**src/rtl/ysyx_24100006_rd_arbiter.sv**
```systemverilog
`default_nettype none
// ============================================================================
// Module   : ysyx_24100006_rd_arbiter
// Purpose  : Two-requester AXI read-channel arbiter (IFU / LSU -> xbar).
//            Grants one full read transaction (AR handshake plus all R beats
//            through rlast) at a time, and holds off new grants while a
//            store is outstanding on the write channel.
// Options  : YSYX_24100006_ARB_PERF_EN adds per-requester wait counters
//            (perf_ifu_wait / perf_lsu_wait).
// Revision : 1.0 - initial release
// ============================================================================
module ysyx_24100006_rd_arbiter #(
    parameter int STARVE_LIMIT = 4
) (
    input  logic        clk,
    input  logic        reset,
    // IFU side
    input  logic        ifu_arvalid,
    output logic        ifu_arready,
    input  logic [42:0] ifu_ar,
    output logic        ifu_rvalid,
    input  logic        ifu_rready,
    // LSU side
    input  logic        lsu_arvalid,
    output logic        lsu_arready,
    input  logic [42:0] lsu_ar,
    output logic        lsu_rvalid,
    input  logic        lsu_rready,
    // Shared R payload {rdata, rresp, rlast}
    output logic [34:0] r_payload,
    // Store in flight on the write channel
    input  logic        wr_busy,
    // Bus side
    output logic        m_arvalid,
    input  logic        m_arready,
    output logic [42:0] m_ar,
    input  logic        m_rvalid,
    output logic        m_rready,
`ifdef YSYX_24100006_ARB_PERF_EN
    output logic [31:0] perf_ifu_wait,
    output logic [31:0] perf_lsu_wait,
`endif
    input  logic [34:0] m_r
);

    // Streak threshold in the width of the streak counter.
    localparam logic [3:0] STARVE_TH  = 4'(STARVE_LIMIT);
    localparam logic [3:0] STREAK_MAX = 4'hF;

    typedef enum logic [2:0] {
        S_IDLE   = 3'd0,
        S_AR_IFU = 3'd1,
        S_AR_LSU = 3'd2,
        S_R_IFU  = 3'd3,
        S_R_LSU  = 3'd4
    } state_t;

    state_t     state;
    logic [3:0] streak;

    logic       grant_ifu;
    logic       grant_lsu;
    logic       r_last_hs;

    // The R payload is a pure broadcast; the per-requester rvalid qualifies it.
    assign r_payload = m_r;

    // Final beat accepted by the granted requester ends the transaction.
    assign r_last_hs = m_rvalid & m_rready & m_r[0];

    // Arbitration decision used only in IDLE: LSU has priority unless the
    // IFU has been passed over STARVE_LIMIT times in a row.
    always_comb begin
        grant_ifu = 1'b0;
        grant_lsu = 1'b0;
        if (!wr_busy) begin
            if (ifu_arvalid && lsu_arvalid) begin
                if (streak >= STARVE_TH) begin
                    grant_ifu = 1'b1;
                end else begin
                    grant_lsu = 1'b1;
                end
            end else if (ifu_arvalid) begin
                grant_ifu = 1'b1;
            end else if (lsu_arvalid) begin
                grant_lsu = 1'b1;
            end
        end
    end

    // Grant state machine and IFU starvation streak counter.
    always_ff @(posedge clk) begin
        if (reset) begin
            state  <= S_IDLE;
            streak <= 4'd0;
        end else begin
            case (state)
                S_IDLE: begin
                    if (grant_ifu) begin
                        state  <= S_AR_IFU;
                        streak <= 4'd0;
                    end else if (grant_lsu) begin
                        state <= S_AR_LSU;
                        // Only count LSU wins that actually made the IFU wait.
                        if (ifu_arvalid && (streak != STREAK_MAX)) begin
                            streak <= streak + 4'd1;
                        end
                    end
                end
                S_AR_IFU: begin
                    // A withdrawn request is dropped without touching the bus.
                    if (!ifu_arvalid) begin
                        state <= S_IDLE;
                    end else if (m_arready) begin
                        state <= S_R_IFU;
                    end
                end
                S_AR_LSU: begin
                    if (!lsu_arvalid) begin
                        state <= S_IDLE;
                    end else if (m_arready) begin
                        state <= S_R_LSU;
                    end
                end
                S_R_IFU: begin
                    if (r_last_hs) begin
                        state <= S_IDLE;
                    end
                end
                S_R_LSU: begin
                    if (r_last_hs) begin
                        state <= S_IDLE;
                    end
                end
                default: begin
                    state <= S_IDLE;
                end
            endcase
        end
    end

    // Handshake and payload steering selected by state only; a requester
    // that is not granted never sees bus activity.
    always_comb begin
        m_arvalid   = 1'b0;
        m_ar        = '0;
        m_rready    = 1'b0;
        ifu_arready = 1'b0;
        lsu_arready = 1'b0;
        ifu_rvalid  = 1'b0;
        lsu_rvalid  = 1'b0;
        case (state)
            S_AR_IFU: begin
                m_arvalid   = ifu_arvalid;
                m_ar        = ifu_ar;
                ifu_arready = m_arready;
            end
            S_AR_LSU: begin
                m_arvalid   = lsu_arvalid;
                m_ar        = lsu_ar;
                lsu_arready = m_arready;
            end
            S_R_IFU: begin
                m_rready   = ifu_rready;
                ifu_rvalid = m_rvalid;
            end
            S_R_LSU: begin
                m_rready   = lsu_rready;
                lsu_rvalid = m_rvalid;
            end
            default: begin
                m_arvalid = 1'b0;
            end
        endcase
    end

`ifdef YSYX_24100006_ARB_PERF_EN
    // Wait-cycle counters: request pending but not yet accepted; wrap freely.
    always_ff @(posedge clk) begin
        if (reset) begin
            perf_ifu_wait <= 32'd0;
            perf_lsu_wait <= 32'd0;
        end else begin
            if (ifu_arvalid && !ifu_arready) begin
                perf_ifu_wait <= perf_ifu_wait + 32'd1;
            end
            if (lsu_arvalid && !lsu_arready) begin
                perf_lsu_wait <= perf_lsu_wait + 32'd1;
            end
        end
    end
`endif

endmodule
`default_nettype wire
```
**config.mk**
```make
export PLATFORM = sky130hd
export DESIGN_NAME = ysyx_24100006_rd_arbiter
export DESIGN_NICKNAME = d
export VERILOG_FILES = /design/src/rtl/ysyx_24100006_rd_arbiter.sv
export SDC_FILE = /design/constraint.sdc
export NUM_CORES = 1
export LEC_CHECK = 0
export BUFFER_PORTS_ARGS = -buffer_cell sky130_fd_sc_hd__buf_2
export CAP_MARGIN = 5
export CORE_AREA = 2 2 84 86
export CTS_CLUSTER_DIAMETER = 40
export CTS_CLUSTER_SIZE = 30
export DETAILED_ROUTE_END_ITERATION = 8
export DIE_AREA = 0 0 86 88
export GPL_TIMING_DRIVEN = 0
export SETUP_SLACK_MARGIN = 0.2
export SLEW_MARGIN = 20
export SYNTH_ARGS = -nofsm -noshare
export SYNTH_HDL_FRONTEND = slang
export SYNTH_SLANG_ARGS = --single-unit
```
**constraint.sdc**
```tcl
create_clock -name clk -period 2 [get_ports clk]
set_clock_uncertainty 0.2 [all_clocks]
set_input_delay 0.1 -clock clk [delete_from_list [all_inputs] [get_ports clk]]
set_output_delay 0.1 -clock clk [all_outputs]
set_load 0.01 [all_outputs]
```
# == Word level (Yosys, flattened, before mapping) ==
# Index checks and enable logic that the tools add are counted.
# op_classes
n_addsub,1
n_mux,27
reduce_logical,8
bitwise,2
order_cmp,1
eq_ne,9
# ops
op,n
$pmux 43 s2,1
$mux 3,7
$mux 1,13
$mux 4,3
$pmux 3 s4,1
$ne 3x3->1 const B,3
$eq 3x2->1 const B,2
$add 4x1->4 const B,1
$ge 4x3->1 const B,1
$ne 4x4->1 const B,1
$pmux 1 s2,2
$reduce_and 4->1,1
$reduce_bool 2->1,2
$eq 3x1->1 const B,1
$eq 3x3->1 const B,1
$logic_not 3->1,1
$reduce_and 3->1,1
$and 1x1->1,2
$logic_and 1x1->1,2
$ne 2x1->1 const B,1
$reduce_or 2->1,1
# totals
ff_bits,7
out_inout_bits,84
input_bits,130

# == Depth between registers and ports, before layout ==
# Gate-level depths: netlist (run 1).
# depth
word_depth,7
ltp_mapped,6
ltp_nobuf,4

# == Worst setup path after synthesis (run 1) ==
# OpenSTA, ideal clock, no wires.
# synth_timing
path_kind,reg-to-reg
startpoint,register state[2]
endpoint,register state[1]
period_less_slack_ps,1563
arrival_ps,1291
path_slack_ps,437
path_buffers,1
setup_time_ps,72
stages_incl_launch_ff,6
cell_sequence,dfxtp_1 buf_6 nand4b_4 a21o_1 a221oi_2 mux2i_1
# synth_via
elab_chain_cells,6
elab_cells_between_ends,15
classes_between,eq/ne: 8; mux: 2; bitwise: 2; reduce/logical: 3
# synth_rtl
item,line_no,text
start: declaration,58,state_t state;
start signal: assignment,94,state <= S_IDLE;
start signal: assignment,100,state <= S_AR_IFU;
start signal: assignment,103,state <= S_AR_LSU;
$eq 3x3->1 or $eq 3x2->1 (tied branches),"97, 152",
$pmux 1 s2,152,case (state)
$and 1x1->1 (2 in series),69,assign r_last_hs = m_rvalid & m_rready & m_r[0];
$ne 2x1->1 (no source line),--,
$reduce_and 4->1 (no source line),--,
# Several ways; a longest one is shown, not always the timed one.
# A chain may end at the register's enable or synchronous reset.

# == Worst setup path after layout (run 1) ==
# layout_timing
startpoint,register state[2]
endpoint,output m_ar[8]
# layout_via
elab_chain_cells,2
elab_cells_between_ends,3
classes_between,eq/ne: 2; mux: 1
# layout_rtl
item,line_no,text
$eq 3x2->1 or $eq 3x1->1 (tied branches),152,
$pmux 43 s2 *,152,
end: declaration,36,"output logic [42:0] m_ar,"
# Every way passes the cells marked *; elsewhere a longest branch is shown, timed or not.

==> impl_metrics.csv, run 1 <==
group,metric,value,unit
worst_setup_path,worstPathRequired,1700,ps
clock_tree,clkTransAtPathRegs,40,ps
logic_synthesis,synth_top_area_share,31.0,%
logic_synthesis,synth_edf_count,0,
power,p_total,1.84,mW
timing,period_minus_slack,1850,ps
logic_synthesis,ys_warn_count,0,
drt,drc,0,
finish,fill_cells,713,
finish,fin_nets,472,
drt,vias,1831,
run,cap_violations,0,
floorplanning,die_x,86,um
global_routing,use_met3,2.83,%
clock_tree,cts_tree,"built",
drt,routedWlPerCell,12.6,um
outcome,outcome,"finished, final reports clean",
worst_setup_path,end_kind,"primary output",
logic_synthesis,ys_types,35,
global_routing,grtUsageMet1,15.4,%
global_routing,top_usage_layer,"met2",
timing,holdWs,29.9,ps
worst_setup_path,slowest_stage,"dfxtp_2",
drt,drt_iter0_markers,48,
worst_setup_path,worst-path-stages,7,
logic_synthesis,syn_area_per_cell,8.47,um^2
global_routing,grt_usage,12.4,%
worst_setup_path,critical_path.most_common_cell,"buf_6",
worst_setup_path,rr_startpoint,"state[2]",
floorplanning,core-area,6640,um^2
power,powerDensity,756,nW/um^2
finish,fin_cells,420,
place,dp_hpwl,4480,um
worst_setup_path,worst-path-buf-inv,4,
worst_setup_path,crit_end,"m_ar[8]",
timing,max_freq,0.541,GHz
drt,drtAntennaViolNets,0,
finish,post-route-util,36.7,%
worst_setup_path,cpPeakStageDelay,310,ps
worst_setup_path,crit_start,"state[2]",
global_routing,grt_pass1_vias,1701,
power,p_leak,1.45,nW
worst_setup_path,r2r_end,"state[2]",
worst_setup_path,path_delay_family,"buffers and inverters",
finish,syn_to_final_growth,92.0,%
logic_synthesis,synth_nets,281,
clock_tree,cts_buffer_depth,2,
logic_synthesis,netlist_area,1270,um^2
worst_setup_path,startpoint_type,"flop",
worst_setup_path,rr_worst_depth,6,
place,placement.cell_area,2260,um^2
logic_synthesis,yosys_register_bits,7,
global_routing,grt_start_max_net_pins,11,
power,peakVddDrop,0.000278,V
global_routing,grt_pass1_wl,7780,um
timing,tightest_slew,415,ps
logic_synthesis,ys.flop_type,"dfxtp_1",
finish,insertedDiodeCount,0,
logic_synthesis,synth_most_common_cell,"a22o_1",
clock_tree,cts_made_buffers,3,
timing,relSlewSlack,72.2,%
logic_synthesis,synth_area_leaders,"a22o_1 31%, buf_4 21%, dfxtp_1 11%, buf_2 3.5%, buf_6 3.5%",
finish,drive_gt1_share,73.8,%
place,place_ws,160,ps
worst_setup_path,cp.arrival,1550,ps
worst_setup_path,worstSetupPathType,"reg2out",
drt,first_pass_iters,4,
floorplanning,start_util,19.1,%
clock_tree,cts_root_buf,"clkbuf_8",
worst_setup_path,critical_path_peak_fanout,10,
finish,multi_input_area,781,um^2
clock_tree,clk_latency,220,ps
logic_synthesis,synth_common_cells,"45 x a22o_1, 35 x buf_4, 9 x buf_2",
global_routing,use_met2,22.0,%
clock_tree,htree_levels,1,
place,dp.cells,408,
timing,fin_crit_sh,92.4,%
clock_tree,cts.sinks,7,
finish,ff_latch_area,143,um^2
worst_setup_path,ff2ff_setup_slack,230,ps
timing,setup_viol,0,
timing,rsz0062_at_grt,"true",
place,numPortBuffers,178,
logic_synthesis,synth-async-reset-ratio,0,%
logic_synthesis,yosysTopAreaCell,"a22o_1",
logic_synthesis,syn_inst,150,
global_routing,grt_overflow,0,
finish,fin_area,2440,um^2
global_routing,antenna_found_initial,0,
worst_setup_path,crit_path_cell_trace,"buf_6 > nor2b_2 > and2b_1 > buf_6 > buf_6 > a22o_1 > buf_2",
logic_synthesis,yosysSeqAreaShare,11.0,%
floorplanning,die_area,7570,um^2
place,place.gp.congestion,0.737,
timing,tns,0,ps
floorplanning,die_h,88,um
floorplanning,io_pins,214,
hold_path,hold_class,"in2reg",
drt,viasPerCell,4.36,
timing,postLayoutSetupSlackWorst,152,ps
drt,routed_wl,5300,um
floorplanning,rows,30,
timing,hold_viol,0,
timing,slew_viol_final,0,
layer usage:
layer  part of all wire, %  vias up
met2                    47      121
met3                    10       10
met1                    42      783
li1                      -      917
met5                     0        -
met4                   1.5        0
power by group:
| group | switching, mW | internal, mW | leakage (nW) |
|---|---|---|---|
| sequential | 0.0215 | 0.160 | 0.0577 |
| clock | 0.0551 | 0.137 | 0.0228 |
| combinational | 0.683 | 0.786 | 1.36 |
| total | 0.760 | 1.08 | 1.45 |
worst min-delay path: cells and delay by family:
family          cells  cell delay, ps
compound gates      1              80
buf+inv             1             150
simple gates        1              70
sequential cells by signal, summed over array words and instances (netlist names):
| register | cells |
|---|---|
| streak | 4 |
| state | 3 |
kinds of logic (layout without fill, tap and decap cells):
kind of cell / count (synthesis) / in the layout / synth area share, %
compound gates: 59 / 59 / 39.4
buf+inv: 49 / 239 / 28.6
simple gates: 31 / 31 / 17.5
flops: 7 / 7 / 11.0
mux: 3 / 3 / 2.46
fa+ha+maj: 1 / 1 / 0.985
timing repair:
| action | CTS | global route |
|---|---|---|
| setup buffers | 5 | 3 |
| pin swaps | 0 | 2 |
| resized for setup | 21 | 1 |
| gates cloned | 0 | 0 |
| endpoints found under the setup margin | 46 | 48 |
| hold buffers | 0 | 0 |
cell usage in the layout, fill, tap and decap left out, types with 2 or more instances in the layout:
cell type / n
nand2b_1: 4
buf_6: 13
and2_1: 3
a21oi_1: 4
and3_2: 2
clkbuf_8: 3
nand2_1: 4
nand3b_1: 3
buf_2: 178
buf_4: 43
mux2i_1: 2
dfxtp_2: 2
dfxtp_1: 5
nor2_1: 3
a211oi_1: 3
a22o_1: 45
cell type report:
type                            count  share of cell area [%]
Tap cell                           80                    4.10
Buffer                             49                    17.2
Timing Repair Buffer              186                    39.0
Clock buffer                        4                    1.85
Multi-Input combinational cell     94                    32.0
Sequential cell                     7                    5.85
how the worst min path moves through the flow:
stage / start / endpoint / slack, ps / cells past startpoint
5_1_grt: ifu_arvalid / state[0] / 50 / 3
3_5_place_dp: m_r[31] / r_payload[31] / 180 / 2
4_1_cts: ifu_arvalid / state[0] / 20 / 3
2_1_floorplan: ifu_arvalid / state[0] / 60 / 2
3_3_place_gp: m_r[33] / r_payload[33] / 180 / 2
6_report: ifu_arvalid / state[0] / 30 / 3
No activity file was read; power rests on OpenSTA's default activity.
==> inputs of run 2 (changes only) <==
--- a/config.mk
+++ b/config.mk
@@ -12,7 +12,6 @@
 export CTS_CLUSTER_SIZE = 30
 export DETAILED_ROUTE_END_ITERATION = 8
 export DIE_AREA = 0 0 86 88
-export GPL_TIMING_DRIVEN = 0
 export SETUP_SLACK_MARGIN = 0.2
 export SLEW_MARGIN = 20
 export SYNTH_ARGS = -nofsm -noshare
==> impl_metrics.csv, run 2 (synthesized netlist as in run 1, its figures left out) <==
group,metric,value,unit
global_routing,grt_overflow,0,
drt,vias,1659,
global_routing,grt_pass1_wl,7720,um
finish,top_register,"streak",
place,dp.cells,332,
global_routing,grt_start_max_net_pins,24,
clock_tree,cts_tree,"built",
drt,first_pass_iters,4,
worst_setup_path,startpoint_type,"flop",
power,power_switching,0.853,mW
timing,fin_crit_sh,91.9,%
floorplanning,io_pins,214,
clock_tree,clkTransAtPathRegs,40,ps
timing,rsz0062_at_grt,"true",
power,comb_power_share,82.5,%
place,placement.cell_area,1810,um^2
finish,fin_cells,356,
drt,drc,0,
clock_tree,cts_root_buf,"clkbuf_8",
timing,tns,0,ps
power,internal_power,1.30,mW
hold_path,hold_class,"in2out",
finish,fill_cells,706,
outcome,outcome,"finished, final reports clean",
worst_setup_path,end_kind,"primary output",
power,sequentialPowerShare,8.5,%
timing,postLayoutSetupSlackWorst,162,ps
power,power_switching_share,39.5,%
timing,slew_viol_final,0,
timing,holdWs,0.00346,ps
finish,fin_nets,408,
power,powerDensity,955,nW/um^2
drt,drt_iter0_markers,59,
finish,final_cell_mix,"142 x buf_2, 45 x a22o_1, 9 x buf_6, 6 x buf_4, 5 x clkbuf_16",
floorplanning,rows,30,
power,peakVddDrop,0.000366,V
timing,period_minus_slack,1840,ps
finish,insertedDiodeCount,0,
finish,reg_top3,"streak (4), state (3)",
place,dp_hpwl,3720,um
global_routing,grt_pass1_vias,1490,
place,numPortBuffers,145,
worst_setup_path,worstPathRequired,1700,ps
timing,setup_viol,0,
global_routing,antenna_found_initial,0,
floorplanning,die_x,86,um
drt,routed_wl,5880,um
worst_setup_path,worst-path-buf-inv,4,
worst_setup_path,cp.arrival,1540,ps
clock_tree,cts_made_buffers,3,
floorplanning,die_area,7570,um^2
floorplanning,die_h,88,um
finish,drive_gt1_share,68.5,%
finish,largest_register_ff_count,4,
clock_tree,cts_buffer_depth,2,
floorplanning,core-area,6640,um^2
timing,tightest_slew,292,ps
power,p_total,2.16,mW
clock_tree,htree_levels,1,
finish,syn_to_final_growth,77.7,%
worst_setup_path,critical_path_peak_fanout,8,
place,place_ws,260,ps
worst_setup_path,worstSetupPathType,"reg2out",
worst_setup_path,cpPeakStageDelay,350,ps
timing,max_freq,0.544,GHz
worst_setup_path,slowest_stage,"dfxtp_4",
worst_setup_path,crit_path_cell_trace,"buf_6 > nor3b_4 > buf_12 > clkbuf_16 > a22o_1 > buf_2",
floorplanning,start_util,19.1,%
drt,drtAntennaViolNets,0,
power,clock_power_share,9.0,%
place,place.gp.congestion,0.758,
clock_tree,cts.sinks,7,
power,p_leak,1.23,nW
global_routing,grt_usage,13.1,%
worst_setup_path,path_delay_family,"buffers and inverters",
clock_tree,clk_latency,220,ps
finish,layout_commonest_cell,"buf_2",
finish,post-route-util,34.0,%
drt,viasPerCell,4.66,
timing,relSlewSlack,80.5,%
run,cap_violations,0,
timing,hold_viol,0,
finish,fin_area,2260,um^2
drt,routedWlPerCell,16.5,um
[run 2: timing repair]
action | CTS | global route
hold buffers | 2 | 0
gates resized for setup | 14 | 12
setup endpoints to repair | 46 | 49
endpoints found under the hold margin | 5 | 0
pin swaps | 0 | 6
gates cloned | 4 | 7
setup buffers | 2 | 5
[run 2: worst paths after layout]
path | start | endpoint | slack [ps] | cells after the start
max | state[0] | m_ar[13] | 160 | 6
min | m_r[24] | r_payload[24] | 0.003 | 0
max reg2reg | state[1] | state[1] | 290 | 5
min reg2reg | streak[1] | streak[1] | 290 | 2
[run 2: area by class of cell]
cell class	instances	area [um^2]	area share, %
Multi-Input combinational cell	94	788	34.9
Tap cell	80	100	4.43
Timing Repair Buffer	171	1170	51.9
Clock buffer	4	45.0	2.00
Sequential cell	7	151	6.71
[run 2: layer usage]
metal | routed length [um] | up-vias | GRT usage (%)
met2 | 2710 | 95 | 22.6
met4 | 38 | 0 | 2.31
li1 | - | 795 | -
met5 | 0 | - | 0
met1 | 2590 | 759 | 16.3
met3 | 541 | 10 | 4.05
[run 2: worst reg2reg max path, cell delays in order (launching register included)]
cell and delay, ps:
dfxtp_4 340, buf_6 110, nand4bb_1 210, a21o_1 220, a221oi_2 330, mux2i_1 220
[run 2: power by group through the flow]
| stage | Combinational (mW) | Clock [mW] | Sequential [mW] |
|---|---|---|---|
| 2_1_floorplan | 0.824 | 0 | 0.176 |
| 3_5_place_dp | 1.16 | 0 | 0.190 |
| 5_1_grt | 1.90 | 0.211 | 0.186 |
| 3_3_place_gp | 1.15 | 0 | 0.188 |
| 6_report | 1.78 | 0.194 | 0.183 |
| 4_1_cts | 1.43 | 0.202 | 0.183 |
